===== src/rtl/aes_encrypt_round_ctrl.sv =====
// Round sequencer for an iterative AES encrypt datapath: initial AddRoundKey,
// NR-1 full rounds, a final round without MixColumns, then a ciphertext handshake.
module aes_encrypt_round_ctrl #(
  parameter int NR      = 10,
  parameter int ROUND_W = 4,
  parameter int CNT_W   = 16
) (
  input  logic               Clk,
  input  logic               Rst,
  input  logic               Start,
  input  logic               Key_Ready,
  input  logic               Out_Ready,
  output logic               Busy,
  output logic               Init_Load,
  output logic               State_En,
  output logic               MixCol_En,
  output logic [ROUND_W-1:0] Round_Idx,
  output logic               Out_Valid,
  output logic [CNT_W-1:0]   Block_Cnt
);

  // state  | meaning
  // IDLE   | waiting for Start with round keys ready
  // LOAD   | state reg <= plaintext ^ round key 0
  // ROUND  | rounds 1..NR-1, MixColumns enabled
  // FINAL  | round NR, MixColumns bypassed
  // OUTPUT | ciphertext valid until the consumer takes it
  typedef enum logic [2:0] {IDLE, LOAD, ROUND, FINAL, OUTPUT} state_t;

  localparam logic [ROUND_W-1:0] NR_IDX   = ROUND_W'(NR);
  localparam logic [ROUND_W-1:0] LAST_MIX = ROUND_W'(NR - 1);

  state_t             state, state_nxt;
  logic [ROUND_W-1:0] round_cnt, round_cnt_nxt;
  logic [CNT_W-1:0]   block_cnt_nxt;

  always_ff @(posedge Clk) begin
    if (Rst) begin
      state     <= IDLE;
      round_cnt <= '0;
      Block_Cnt <= '0;
    end else begin
      state     <= state_nxt;
      round_cnt <= round_cnt_nxt;
      Block_Cnt <= block_cnt_nxt;
    end
  end

  always_comb begin
    state_nxt     = state;
    round_cnt_nxt = round_cnt;
    block_cnt_nxt = Block_Cnt;
    Busy          = 1'b1;
    Init_Load     = 1'b0;
    State_En      = 1'b0;
    MixCol_En     = 1'b0;
    Round_Idx     = '0;
    Out_Valid     = 1'b0;

    case (state)
      IDLE: begin
        Busy = 1'b0;
        if (Start && Key_Ready) state_nxt = LOAD;
      end
      LOAD: begin
        Init_Load     = 1'b1;
        round_cnt_nxt = ROUND_W'(1);
        state_nxt     = ROUND;
      end
      ROUND: begin
        State_En  = 1'b1;
        MixCol_En = 1'b1;
        Round_Idx = round_cnt;
        if (round_cnt == LAST_MIX) begin
          round_cnt_nxt = NR_IDX;
          state_nxt     = FINAL;
        end else begin
          round_cnt_nxt = round_cnt + ROUND_W'(1);
        end
      end
      FINAL: begin
        State_En  = 1'b1;
        Round_Idx = NR_IDX;
        state_nxt = OUTPUT;
      end
      OUTPUT: begin
        Out_Valid = 1'b1;
        Round_Idx = NR_IDX;
        if (Out_Ready) begin
          round_cnt_nxt = '0;
          block_cnt_nxt = Block_Cnt + CNT_W'(1);
          state_nxt     = IDLE;
        end
      end
      default: begin
        // unreachable encodings recover to an idle, zero-output state
        Busy          = 1'b0;
        round_cnt_nxt = '0;
        state_nxt     = IDLE;
      end
    endcase
  end

endmodule

===== config.mk =====
export PLATFORM = sky130hd
export DESIGN_NAME = aes_encrypt_round_ctrl
export DESIGN_NICKNAME = d
export VERILOG_FILES = /design/src/rtl/aes_encrypt_round_ctrl.sv
export SDC_FILE = /design/constraint.sdc
export NUM_CORES = 1
export LEC_CHECK = 0
export CELL_PAD_IN_SITES_DETAIL_PLACEMENT = 0
export CELL_PAD_IN_SITES_GLOBAL_PLACEMENT = 2
export CORE_UTILIZATION = 30
export CTS_BUF_LIST = sky130_fd_sc_hd__clkbuf_4
export CTS_CLUSTER_SIZE = 14
export DETAILED_ROUTE_END_ITERATION = 8
export GPL_ROUTABILITY_DRIVEN = 0
export GPL_TIMING_DRIVEN = 0
export PLACE_DENSITY = 0.9
export SLEW_MARGIN = 15
export SYNTH_ARGS = -nofsm -noshare
export SYNTH_HDL_FRONTEND = slang
export SYNTH_SLANG_ARGS = --single-unit

===== constraint.sdc =====
create_clock -name Clk -period 2.2 [get_ports Clk]
set_input_delay 0.44 -clock Clk [delete_from_list [all_inputs] [get_ports Clk]]
set_output_delay 0.44 -clock Clk [all_outputs]
set_load 0.1 [all_outputs]

==> reports/qor.yml, run 1 <==
cts:
  cts_sinks: 23
  cts_buffers: 3
  clockBufferDepth: 2
  root_buffer: "clkbuf_4"
  cts_tree: "built"
  h-tree-depth: 1
  cts_hold_buf: 0
  clock_latency_ns: 0.31
  path_clk_slew_ns: 0.12
  post_cts_buffers: 0
setup_path:
  crit_path_end_kind: "output port"
  worstPathMaxFanout: 10
  crit_type: "flop to output port"
  arrival_ns: 1.71
  worst_ep_required_time_ns: 1.76
  cp-start-kind: "flop"
run:
  cap_viol_max_count: 0
drt:
  vias: 1083
  viasPerCell: 4.95
  wire_per_inst_microns: 11.9
  wirelength_microns: 2620
  first_iter_violations: 39
  ant_nets: 0
  firstDrtPassIters: 4
  drcViolationCount: 0
yosys:
  seq_area_frac_synth_pct: 37.7
  yosys.area_share.adder_pct: 3.08
  syn_area_per_cell_sq_um: 8.84
  muxShareOfSynthArea_pct: 3.08
  synth_top_family_by_area: "simple AND/OR/NAND/NOR gates"
  syn_nets: 146
  syn_area_sq_mm: 0.00122
  synth_compound_area_share_pct: 13.1
  yosys.area.top_type: "dfxtp_1"
  synth_cell_type_count: 42
  synth-seq-cells: 23
  yosysWarnings: 0
  synth-simple-area-share_pct: 30.1
  synthXorXnorAreaFrac_pct: 6.46
  ys_top_cells_by_area: "dfxtp_1 (38%), nor2_1 (4.9%), xor2_1 (4.3%)"
  syn_inst: 138
  synthDominantCellAreaShare_pct: 37.7
power_and_ir_drop:
  pwr-share-seq_pct: 36.0
  switching_share_pct: 45.8
  p_leak_uw: 0.000708
  comb_power_share_pct: 48.4
  p_sw_uw: 608
  intPower_uw: 720
  p_clk_share_pct: 15.6
  p_per_area_mw_per_mm2: 823
  vdd_ir_drop_max_mv: 0.470
  finalPower_uw: 1330
die:
  start_util_pct: 32.3
  die-area_sq_mm: 0.00433
  fp.dieW_microns: 65.8
  core_sq_mm: 0.00377
  std_cell_rows: 22
  die_y_microns: 65.8
  ios: 30
timing:
  slew_viol_final: 0
  fin_crit_ns: 2.15
  rsz0062_at_grt: "yes"
  min_period_over_period_pct: 97.9
  hold_violations: 0
  final.setup.tns_ns: 0
  worst_pin_slew_ns: 0.968
  fmax_mhz: 464
  clock_skew_ns: 0.00864
  relSlewSlack_pct: 35.7
  setup_ws_ns: 0.0466
  holdWs_ns: 0.485
  setup-violations-final: 0
global_route:
  grt_pass1_vias: 1024
  grt_overflow: 0
  grt_start_max_net_pins: 13
  grt_pass1_wl_microns: 4610
  grtUsageTotal_pct: 13.8
  grt_antenna_before_repair: 0
finish:
  nets: 180
  synthToLayoutAreaGrowth_pct: 32.4
  antenna_cells: 0
  drive_gt1_share_pct: 23.4
  final_util_pct: 42.8
  fill_cells: 360
placement:
  portBuffers: 29
  hpwl_microns: 1940
  dp_worst_setup_slack_ns: -0.525
min_path:
  hp-class: "flop to flop"
status:
  status: "completed"
-- logic make-up after synthesis --
group | count (synthesis)
flops | 23
compound gates | 23
buf+inv | 13
fa+ha+maj | 3
xor+xnor | 9
simple gates | 64
mux | 3
-- metrics by stage --
step / cells / area, sq um
after floorplan: 138 / 1240
after global placement: 215 / 1590
after detailed placement: 215 / 1590
after CTS: 219 / 1610
after global routing: 219 / 1620
final: 219 / 1620
-- layout make-up --
| class | instances | area (sq um) | area share [%] |
|---|---|---|---|
| Inverter | 7 | 26.3 | 1.63 |
| Multi-Input combinational cell | 102 | 698 | 43.2 |
| Timing Repair Buffer | 29 | 279 | 17.3 |
| Clock buffer | 4 | 30.0 | 1.86 |
| Sequential cell | 23 | 469 | 29.0 |
| Tap cell | 48 | 60.1 | 3.72 |
| Buffer | 6 | 52.6 | 3.25 |
-- cell usage after synthesis (all sizes together) --
library cell	instances
o21ai	6
a311oi	1
nand2	10
a31oi	1
nor2	17
nor4	1
nand4bb	1
o22ai	1
or3	5
o211a	1
mux2	3
a31o	1
and2b	1
nand4	5
or3b	1
a211oi	1
nor3b	2
a2bb2oi	1
and4	2
buf	4
nand3	7
clkbuf	2
a21oi	9
ha	3
and3	2
dfxtp	23
nor3	4
a2111oi	1
xnor2	3
nand2b	1
and2	1
inv	7
xor2	6
nor2b	4
-- layout by cell type, fill, tap and decap left out, drive strengths merged, types with 2 or more instances in the layout --
| cell type | netlist | routed |
|---|---|---|
| clkdlybuf4s15 | 0 | 4 |
| and4 | 2 | 2 |
| buf | 4 | 8 |
| nor3 | 4 | 4 |
| nand3 | 7 | 7 |
| dfxtp | 23 | 23 |
| nor3b | 2 | 2 |
| inv | 7 | 7 |
| and3 | 2 | 2 |
| o21ai | 6 | 6 |
| xor2 | 6 | 6 |
| nand2 | 10 | 10 |
| clkbuf | 2 | 7 |
| nor2b | 4 | 4 |
| or3 | 5 | 5 |
| nor2 | 17 | 17 |
| nand4 | 5 | 5 |
| dlygate4sd2 | 0 | 15 |
| a21oi | 9 | 9 |
| clkdlybuf4s50 | 0 | 4 |
| ha | 3 | 3 |
| mux2 | 3 | 3 |
| xnor2 | 3 | 3 |
-- power groups by stage --
| stage | Clock (uW) | Combinational, uW | Sequential [uW] |
|---|---|---|---|
| after detailed placement | 0 | 636 | 486 |
| final | 207 | 643 | 478 |
| after global routing | 243 | 677 | 484 |
| after floorplan | 0 | 516 | 479 |
| after global placement | 0 | 633 | 484 |
| after CTS | 220 | 626 | 478 |
-- per-layer routing --
| metal | GRT usage [%] | up-vias | routed length [microns] |
|---|---|---|---|
| met5 | 0 | - | 0 |
| met4 | 6.25 | 0 | 36 |
| met3 | 1.72 | 4 | 86 |
| met2 | 21.6 | 22 | 1120 |
| met1 | 18.7 | 505 | 1370 |
| li1 | - | 552 | - |
-- timing repair --
action                                  in CTS  in global routing
cloned                                       0                  0
endpoints found under the setup margin      25                  6
resized for setup                           54                 10
hold endpoints to repair                     0                  0
pin swaps                                    0                  0
-- state kept, by name, summed over array words and instances, names as in the netlist --
signal     count
Block_Cnt     16
round_cnt      4
state          3
-- worst max-delay path: stages (launching register included) --
cell	delay (ns)
dfxtp_1	0.32
buf_4	0.17
or3b_1	0.38
buf_2	0.18
nor2_1	0.12
buf_6	0.24
-- final timing paths --
kind | from | to | slack, ns | cells past startpoint
max | state[2] | Round_Idx[0] | 0.05 | 5
min reg2reg | Block_Cnt[1] | Block_Cnt[1] | 0.49 | 2
min | Block_Cnt[1] | Block_Cnt[1] | 0.49 | 2
max reg2reg | state[0] | Block_Cnt[15] | 0.46 | 6
No activity file was read; power rests on OpenSTA's default activity.
==> inputs of run 2 (changes only) <==
--- a/config.mk
+++ b/config.mk
@@ -7,13 +7,13 @@
 export LEC_CHECK = 0
 export CELL_PAD_IN_SITES_DETAIL_PLACEMENT = 0
 export CELL_PAD_IN_SITES_GLOBAL_PLACEMENT = 2
-export CORE_UTILIZATION = 30
+export CORE_UTILIZATION = 27
 export CTS_BUF_LIST = sky130_fd_sc_hd__clkbuf_4
 export CTS_CLUSTER_SIZE = 14
 export DETAILED_ROUTE_END_ITERATION = 8
 export GPL_ROUTABILITY_DRIVEN = 0
 export GPL_TIMING_DRIVEN = 0
-export PLACE_DENSITY = 0.9
+export PLACE_DENSITY = 0.86
 export SLEW_MARGIN = 15
 export SYNTH_ARGS = -nofsm -noshare
 export SYNTH_HDL_FRONTEND = slang
==> constraint.sdc (replaced) <==
create_clock -name Clk -period 1.9 [get_ports Clk]
set_input_delay 0.38 -clock Clk [delete_from_list [all_inputs] [get_ports Clk]]
set_output_delay 0.38 -clock Clk [all_outputs]
set_load 0.1 [all_outputs]
==> run 2 against run 1 <==
  * The flow now finishes with violations (setup timing)
  * First-iteration DRC count rose by 15%
  * Via count rose by 1.1%
  * Combinational power rose by 28%
  * Clock power rose by 12%
  * Worst setup slack got worse by 0.090 ns
  * Largest power group unchanged
==> reports/qor.yml, run 2 (same netlist as run 1, synthesis figures left out) <==
status:
  status: "finished, violations left"  # was completed
  violations: "setup timing"
cts:
  h-tree-depth: 1  # unchanged
  path_clk_slew_ns: 0.13  # was 0.12 ns
  cts_tree: "built"  # unchanged
  clockBufferDepth: 2  # unchanged
  cts_buffers: 3  # unchanged
  clock_latency_ns: 0.31  # about the same
  cts_hold_buf: 0  # unchanged
  root_buffer: "clkbuf_4"  # unchanged
  cts_sinks: 23  # unchanged
drt:
  dr_wl_met2_microns: 1390  # was 1120 microns
  wirelength_microns: 2850  # was 2620 microns
  drt-met1-wl_microns: 1350  # was 1370 microns
  drcViolationCount: 0  # unchanged
  ant_nets: 0  # unchanged
  viasPerCell: 4.78  # was 4.95
  first_iter_violations: 45  # was 39
  wire_per_inst_microns: 12.5  # was 11.9 microns
  top_layer_used: "met4"  # unchanged
  vias: 1095  # was 1083
  dr_wl_met3_microns: 93  # was 86 microns
  firstDrtPassIters: 4  # unchanged
setup_path:
  path_depth: 4  # was 5
  arrival_ns: 1.56  # was 1.71 ns
  reg2reg_depth: 6  # unchanged
  crit_path_end_kind: "output port"  # unchanged
  cp-start-kind: "flop"  # unchanged
  rrSetupSlack_ns: 0.11  # was 0.46 ns
  worstPathMaxFanout: 7  # was 10
  crit_slowest_cell: "dfxtp_4"  # was or3b_1
  cp_top_family: "simple AND/OR/NAND/NOR gates"  # was buffers and inverters
  critPathBufInv: 2  # was 3
  rr_endpoint: "Block_Cnt[15]"  # unchanged
  cpPeakStageDelay_ns: 0.42  # was 0.38 ns
  worst_ep_required_time_ns: 1.52  # was 1.76 ns
  crit_chain: "or3b_4 > buf_8 > nor2_4 > buf_12"  # was buf_4 > or3b_1 > buf_2 > nor2_1 > buf_6
  reg2reg_from: "state[2]"  # was state[0]
  crit_type: "flop to output port"  # unchanged
min_path:
  min_to: "Block_Cnt[1]"  # unchanged
  hp-class: "flop to flop"  # unchanged
  worstHoldStart: "Block_Cnt[1]"  # unchanged
  min_path_cells: 2  # unchanged
timing:
  setup-violations-final: 2  # was 0
  worst_pin_slew_ns: 0.550  # was 0.968 ns
  min_period_over_period_pct: 102
  final.setup.tns_ns: -0.0632  # was 0 ns
  clock_skew_ns: 0.00841  # was 0.00864 ns
  slew_viol_final: 0  # unchanged
  fin_crit_ns: 1.94
  relSlewSlack_pct: 63.5  # was 35.7%
  rsz0062_at_grt: "yes"  # unchanged
  setup_ws_ns: -0.0432  # was 0.0466 ns
  fmax_mhz: 515
  hold_violations: 0  # unchanged
finish:
  synthToLayoutAreaGrowth_pct: 45.9  # was 32.4%
  finalNonFillerCells: 229  # was 219
  top_register: "Block_Cnt"  # unchanged
  drive_gt1_share_pct: 41.8  # was 23.4%
  layout_commonest_cell: "clkdlybuf4s15_2"  # was dfxtp_1
  largest_reg_flops: 16  # unchanged
  final_cell_mix: "clkdlybuf4s15_2 (16), nor2_1 (14), dfxtp_2 (10)"  # was dfxtp_1 (16), nor2_1 (15), dlygate4sd2_1 (15), nand2_1 (9), a21oi_1 (9)
  multi_input_area_sq_um: 729  # was 698 sq um
  antenna_cells: 0  # unchanged
  fill_cells: 443  # was 360
  top_regs: "Block_Cnt x16, round_cnt x4, state x3"  # unchanged
  nets: 186  # was 180
  seqCellArea_sq_um: 492  # was 469 sq um
  final_util_pct: 40.9  # was 42.8%
global_route:
  grt_antenna_before_repair: 0  # unchanged
  grt_start_max_net_pins: 14  # was 13
  grt_pass1_vias: 1073  # was 1024
  grt_overflow: 0  # unchanged
  grtUsageTotal_pct: 12.7  # was 13.8%
  grt_pass1_wl_microns: 5060  # was 4610 microns
die:
  std_cell_rows: 24  # was 22
  die-area_sq_mm: 0.00479  # was 0.00433 sq mm
  die_y_microns: 69.2  # was 65.8 microns
  ios: 30  # unchanged
  fp.dieW_microns: 69.2  # was 65.8 microns
  core_sq_mm: 0.00435  # was 0.00377 sq mm
  start_util_pct: 28.0  # was 32.3%
run:
  cap_viol_max_count: 0  # unchanged
placement:
  portBuffers: 29  # unchanged
  placedCellCount: 219  # was 215
  hpwl_microns: 2070  # was 1940 microns
power_and_ir_drop:
  p_leak_uw: 0.000692  # was 0.000708 uW
  vdd_ir_drop_max_mv: 0.371  # was 0.470 mV
  p_per_area_mw_per_mm2: 914  # was 823 mW/mm^2
  finalPower_uw: 1630  # was 1330 uW
## run 2: changes by cell type in the layout (fill, tap and decap cells not counted), moves of 3 or more
cell,before,now
buf_4,1,9
clkdlybuf4s15_2,4,16
dfxtp_1,16,8
dfxtp_2,7,10
dfxtp_4,0,5
dlygate4sd2_1,15,1
## run 2: worst max-delay path by stage
stage | start | to | slack [ns]
2_1_floorplan | state[1] | Round_Idx[1] | -0.41
3_3_place_gp | state[1] | MixCol_En | -0.76
3_5_place_dp | state[1] | Round_Idx[2] | -0.75
4_1_cts | state[2] | Round_Idx[2] | -0.09
5_1_grt | state[1] | Round_Idx[2] | -0.11
6_report | state[1] | Round_Idx[2] | -0.04
## run 2: area by class of cell
type	count	share of cell area (%)
Inverter	7	1.83
Tap cell	52	3.65
Multi-Input combinational cell	102	41.0
Clock buffer	3	1.26
Clock inverter	1	0.281
Timing Repair Buffer	37	21.9
Sequential cell	23	27.6
Buffer	4	2.46
## run 2: metal layers
| layer | global-route usage, % | vias to the layer above |
|---|---|---|
| met3 | 2.18 | 2 |
| met4 | 4.08 | 0 |
| met1 | 17.2 | 510 |
| met5 | 0 | - |
| met2 | 20.6 | 21 |
| li1 | - | 562 |
## run 2: what timing repair did
action                                  in CTS  in global routing
resized for setup                          116                  9
buffers inserted                             4                  4
endpoints found under the setup margin      26                 10
pin swaps                                    3                  2
## run 2: power breakdown
group | internal, uW | switching (uW) | leakage, uW
Combinational | 280 | 540 | 0.000479
Clock | 78.6 | 153 | 0.0000177
Sequential | 516 | 59.0 | 0.000195
## run 2: worst register-to-register path: stages, from the launching register on
cell and delay [ns]:
dfxtp_4 0.45, buf_4 0.14, nand4bb_1 0.13, buf_6 0.17, nor4_4 0.32, nand4_1 0.19, mux2_4 0.32
## run 2: through the flow
| step | instance area (sq um) | setup slack, ns | hold slack [ns] |
|---|---|---|---|
| 2_1_floorplan | 1290 | -0.414 | 0.512 |
| 3_5_place_dp | 1650 | -0.754 | 0.472 |
| 3_3_place_gp | 1650 | -0.758 | 0.462 |
| 5_1_grt | 1780 | -0.107 | 0.510 |
| 4_1_cts | 1740 | -0.0947 | 0.491 |
| 6_report | 1780 | -0.0432 | 0.489 |
==> inputs of run 3 (changes only) <==
--- a/config.mk
+++ b/config.mk
@@ -18,3 +18,4 @@
 export SYNTH_ARGS = -nofsm -noshare
 export SYNTH_HDL_FRONTEND = slang
 export SYNTH_SLANG_ARGS = --single-unit
+export TNS_END_PERCENT = 1
==> run 3 against run 2 <==
  * The flow still finishes with violations (setup timing)
  * Final cell count shrank 0.87%
  * Largest cell class unchanged
  * Critical path depth unchanged
  * First-iteration DRC count rose by 8.9%
  * Clock power barely moved
  * Fmax rose by 1.3%
  * Register-to-register slack got worse by 0.02 ns
  * Flip-flop and latch count unchanged
  * Routed wire length decreased by 6.1%
  * Final area down 2.5%
==> reports/qor.yml, run 3 (same netlist as run 1, synthesis figures left out) <==
status:
  status: "finished, violations left"  # unchanged
  violations: "setup timing"  # unchanged
finish:
  finalNonFillerCells: 227  # was 229
  drive_gt1_share_pct: 32.6  # was 41.8%
  nets: 184  # was 186
  layout_commonest_cell: "dfxtp_1"  # was clkdlybuf4s15_2
  largest_reg_flops: 16  # unchanged
  final_cell_mix: "dfxtp_1 (20), clkdlybuf4s15_2 (16), nor2_1 (14), nand2_1 (10), a21oi_1 (9)"  # was clkdlybuf4s15_2 (16), nor2_1 (14), dfxtp_2 (10)
  top_regs: "Block_Cnt x16, round_cnt x4, state x3"  # unchanged
  top_register: "Block_Cnt"  # unchanged
  synthToLayoutAreaGrowth_pct: 42.4  # was 45.9%
  antenna_cells: 0  # unchanged
global_route:
  grt_antenna_before_repair: 0  # unchanged
  grt_pass1_wl_microns: 4770  # was 5060 microns
  grt_use_met3_pct: 2.76  # was 2.18%
  grt_util_met2_pct: 19.1  # was 20.6%
  grt_overflow: 0  # unchanged
  top_usage_layer: "met2"  # unchanged
  grt_pass1_vias: 1019  # was 1073
  grt_use_met1_pct: 15.9  # was 17.2%
  grt_start_max_net_pins: 14  # unchanged
  grtUsageTotal_pct: 12.0  # was 12.7%
setup_path:
  crit_type: "flop to output port"  # unchanged
  arrival_ns: 1.54  # was 1.56 ns
  crit_path_end_kind: "output port"  # unchanged
  cp-start-kind: "flop"  # unchanged
  worstPathMaxFanout: 8  # was 7
  worst_ep_required_time_ns: 1.52  # about the same
timing:
  relSlewSlack_pct: 63.5  # about the same
  min_period_over_period_pct: 101  # was 102%
  final.setup.tns_ns: -0.0187  # was -0.0632 ns
  hold_violations: 0  # unchanged
  clock_skew_ns: 0.0104  # was 0.00841 ns
  fmax_mhz: 521  # was 515 MHz
  rsz0062_at_grt: "yes"  # unchanged
  slew_viol_final: 0  # unchanged
  setup-violations-final: 1  # was 2
  worst_pin_slew_ns: 0.550  # about the same
  setup_ws_ns: -0.0187  # was -0.0432 ns
  fin_crit_ns: 1.92  # was 1.94 ns
min_path:
  hp-class: "input pin to flop"  # was flop to flop
drt:
  ant_nets: 0  # unchanged
  viasPerCell: 4.74  # was 4.78
  drcViolationCount: 0  # unchanged
  wirelength_microns: 2680  # was 2850 microns
  vias: 1075  # was 1095
  firstDrtPassIters: 4  # unchanged
  wire_per_inst_microns: 11.8  # was 12.5 microns
  first_iter_violations: 49  # was 45
power_and_ir_drop:
  p_leak_uw: 0.000687  # was 0.000692 uW
  p_per_area_mw_per_mm2: 923  # was 914 mW/mm^2
  vdd_ir_drop_max_mv: 0.299  # was 0.371 mV
  finalPower_uw: 1600  # was 1630 uW
die:
  ios: 30  # unchanged
  die-area_sq_mm: 0.00479  # unchanged
  fp.dieW_microns: 69.2  # unchanged
  core_sq_mm: 0.00435  # unchanged
  std_cell_rows: 24  # unchanged
  start_util_pct: 28.0  # unchanged
  die_y_microns: 69.2  # unchanged
run:
  cap_viol_max_count: 0  # unchanged
cts:
  cts_buffers: 3  # unchanged
  cts_hold_buf: 0  # unchanged
  clock_latency_ns: 0.31  # about the same
  h-tree-depth: 1  # unchanged
  root_buffer: "clkbuf_4"  # unchanged
  cts_tree: "built"  # unchanged
  clockBufferDepth: 2  # unchanged
  cts_sinks: 23  # unchanged
  path_clk_slew_ns: 0.12  # was 0.13 ns
placement:
  hpwl_microns: 1940  # was 2070 microns
  placedCellCount: 219  # unchanged
  portBuffers: 29  # unchanged
run 3: cell types whose count changed in the layout (fill, tap and decap cells not counted), sizes merged:
cell,before,now
buf,18,14
clkbuf,6,7
clkdlybuf4s18,0,1
clkinvlp,1,0
dlygate4sd2,1,0
dlymetal6s2s,0,1
inv,6,7
run 3: repair_timing:
item / 4_1_cts / 5_1_grt
endpoints found under the setup margin: 25 / 10
setup buffers: 0 / 6
hold endpoints to repair: 0 / 0
pin swaps: 0 / 3
gates resized for setup: 115 / 11
run 3: path summary, 6_finish.rpt:
| kind | from | end | slack, ns | cells past startpoint |
|---|---|---|---|---|
| hold / removal | Out_Ready | Block_Cnt[1] | 0.44 | 3 |
| setup reg to reg | state[2] | Block_Cnt[15] | 0.09 | 6 |
| setup / recovery | state[2] | Round_Idx[2] | -0.02 | 4 |
| hold reg to reg | Block_Cnt[1] | Block_Cnt[1] | 0.51 | 2 |
run 3: final cells by class:
type,instances,area [sq um]
clock inverters,1,5.00
repair buffers,35,390
plain buffers,4,40.0
multi-input cells,102,716
well taps,52,65.1
fillers,437,2620
flip-flops and latches,23,472
inverters,7,26.3
clock buffers,3,22.5
run 3: through the flow:
step	hold slack (ns)	utilization [%]	worst slack [ns]	cell area, sq um
6_report	0.441	39.9	-0.0187	1740
3_3_place_gp	0.478	36.8	-0.728	1600
2_1_floorplan	0.512	-	-0.433	1240
3_5_place_dp	0.489	36.8	-0.744	1600
5_1_grt	0.427	39.9	-0.0895	1740
4_1_cts	0.507	38.7	-0.0918	1690
run 3: critical path, stage by stage, from the launching register on:
cell and delay [ns]:
dfxtp_4 0.40, or3b_1 0.37, buf_6 0.16, nor2_4 0.12, buf_12 0.18
run 3: where the power goes:
part | total, uW | internal, uW | leakage, uW | switching [uW]
logic | 813 | 272 | 0.000481 | 541
clock network | 229 | 78.6 | 0.0000177 | 150
registers | 562 | 519 | 0.000188 | 42.5
run 3: metal layers:
layer / vias up / share of wire, % / wire (microns)
met1: 493 / 49 / 1320
li1: 559 / - / -
met5: - / 0 / 0
met4: 0 / 0.86 / 23
met2: 21 / 46 / 1230
met3: 2 / 3.8 / 103
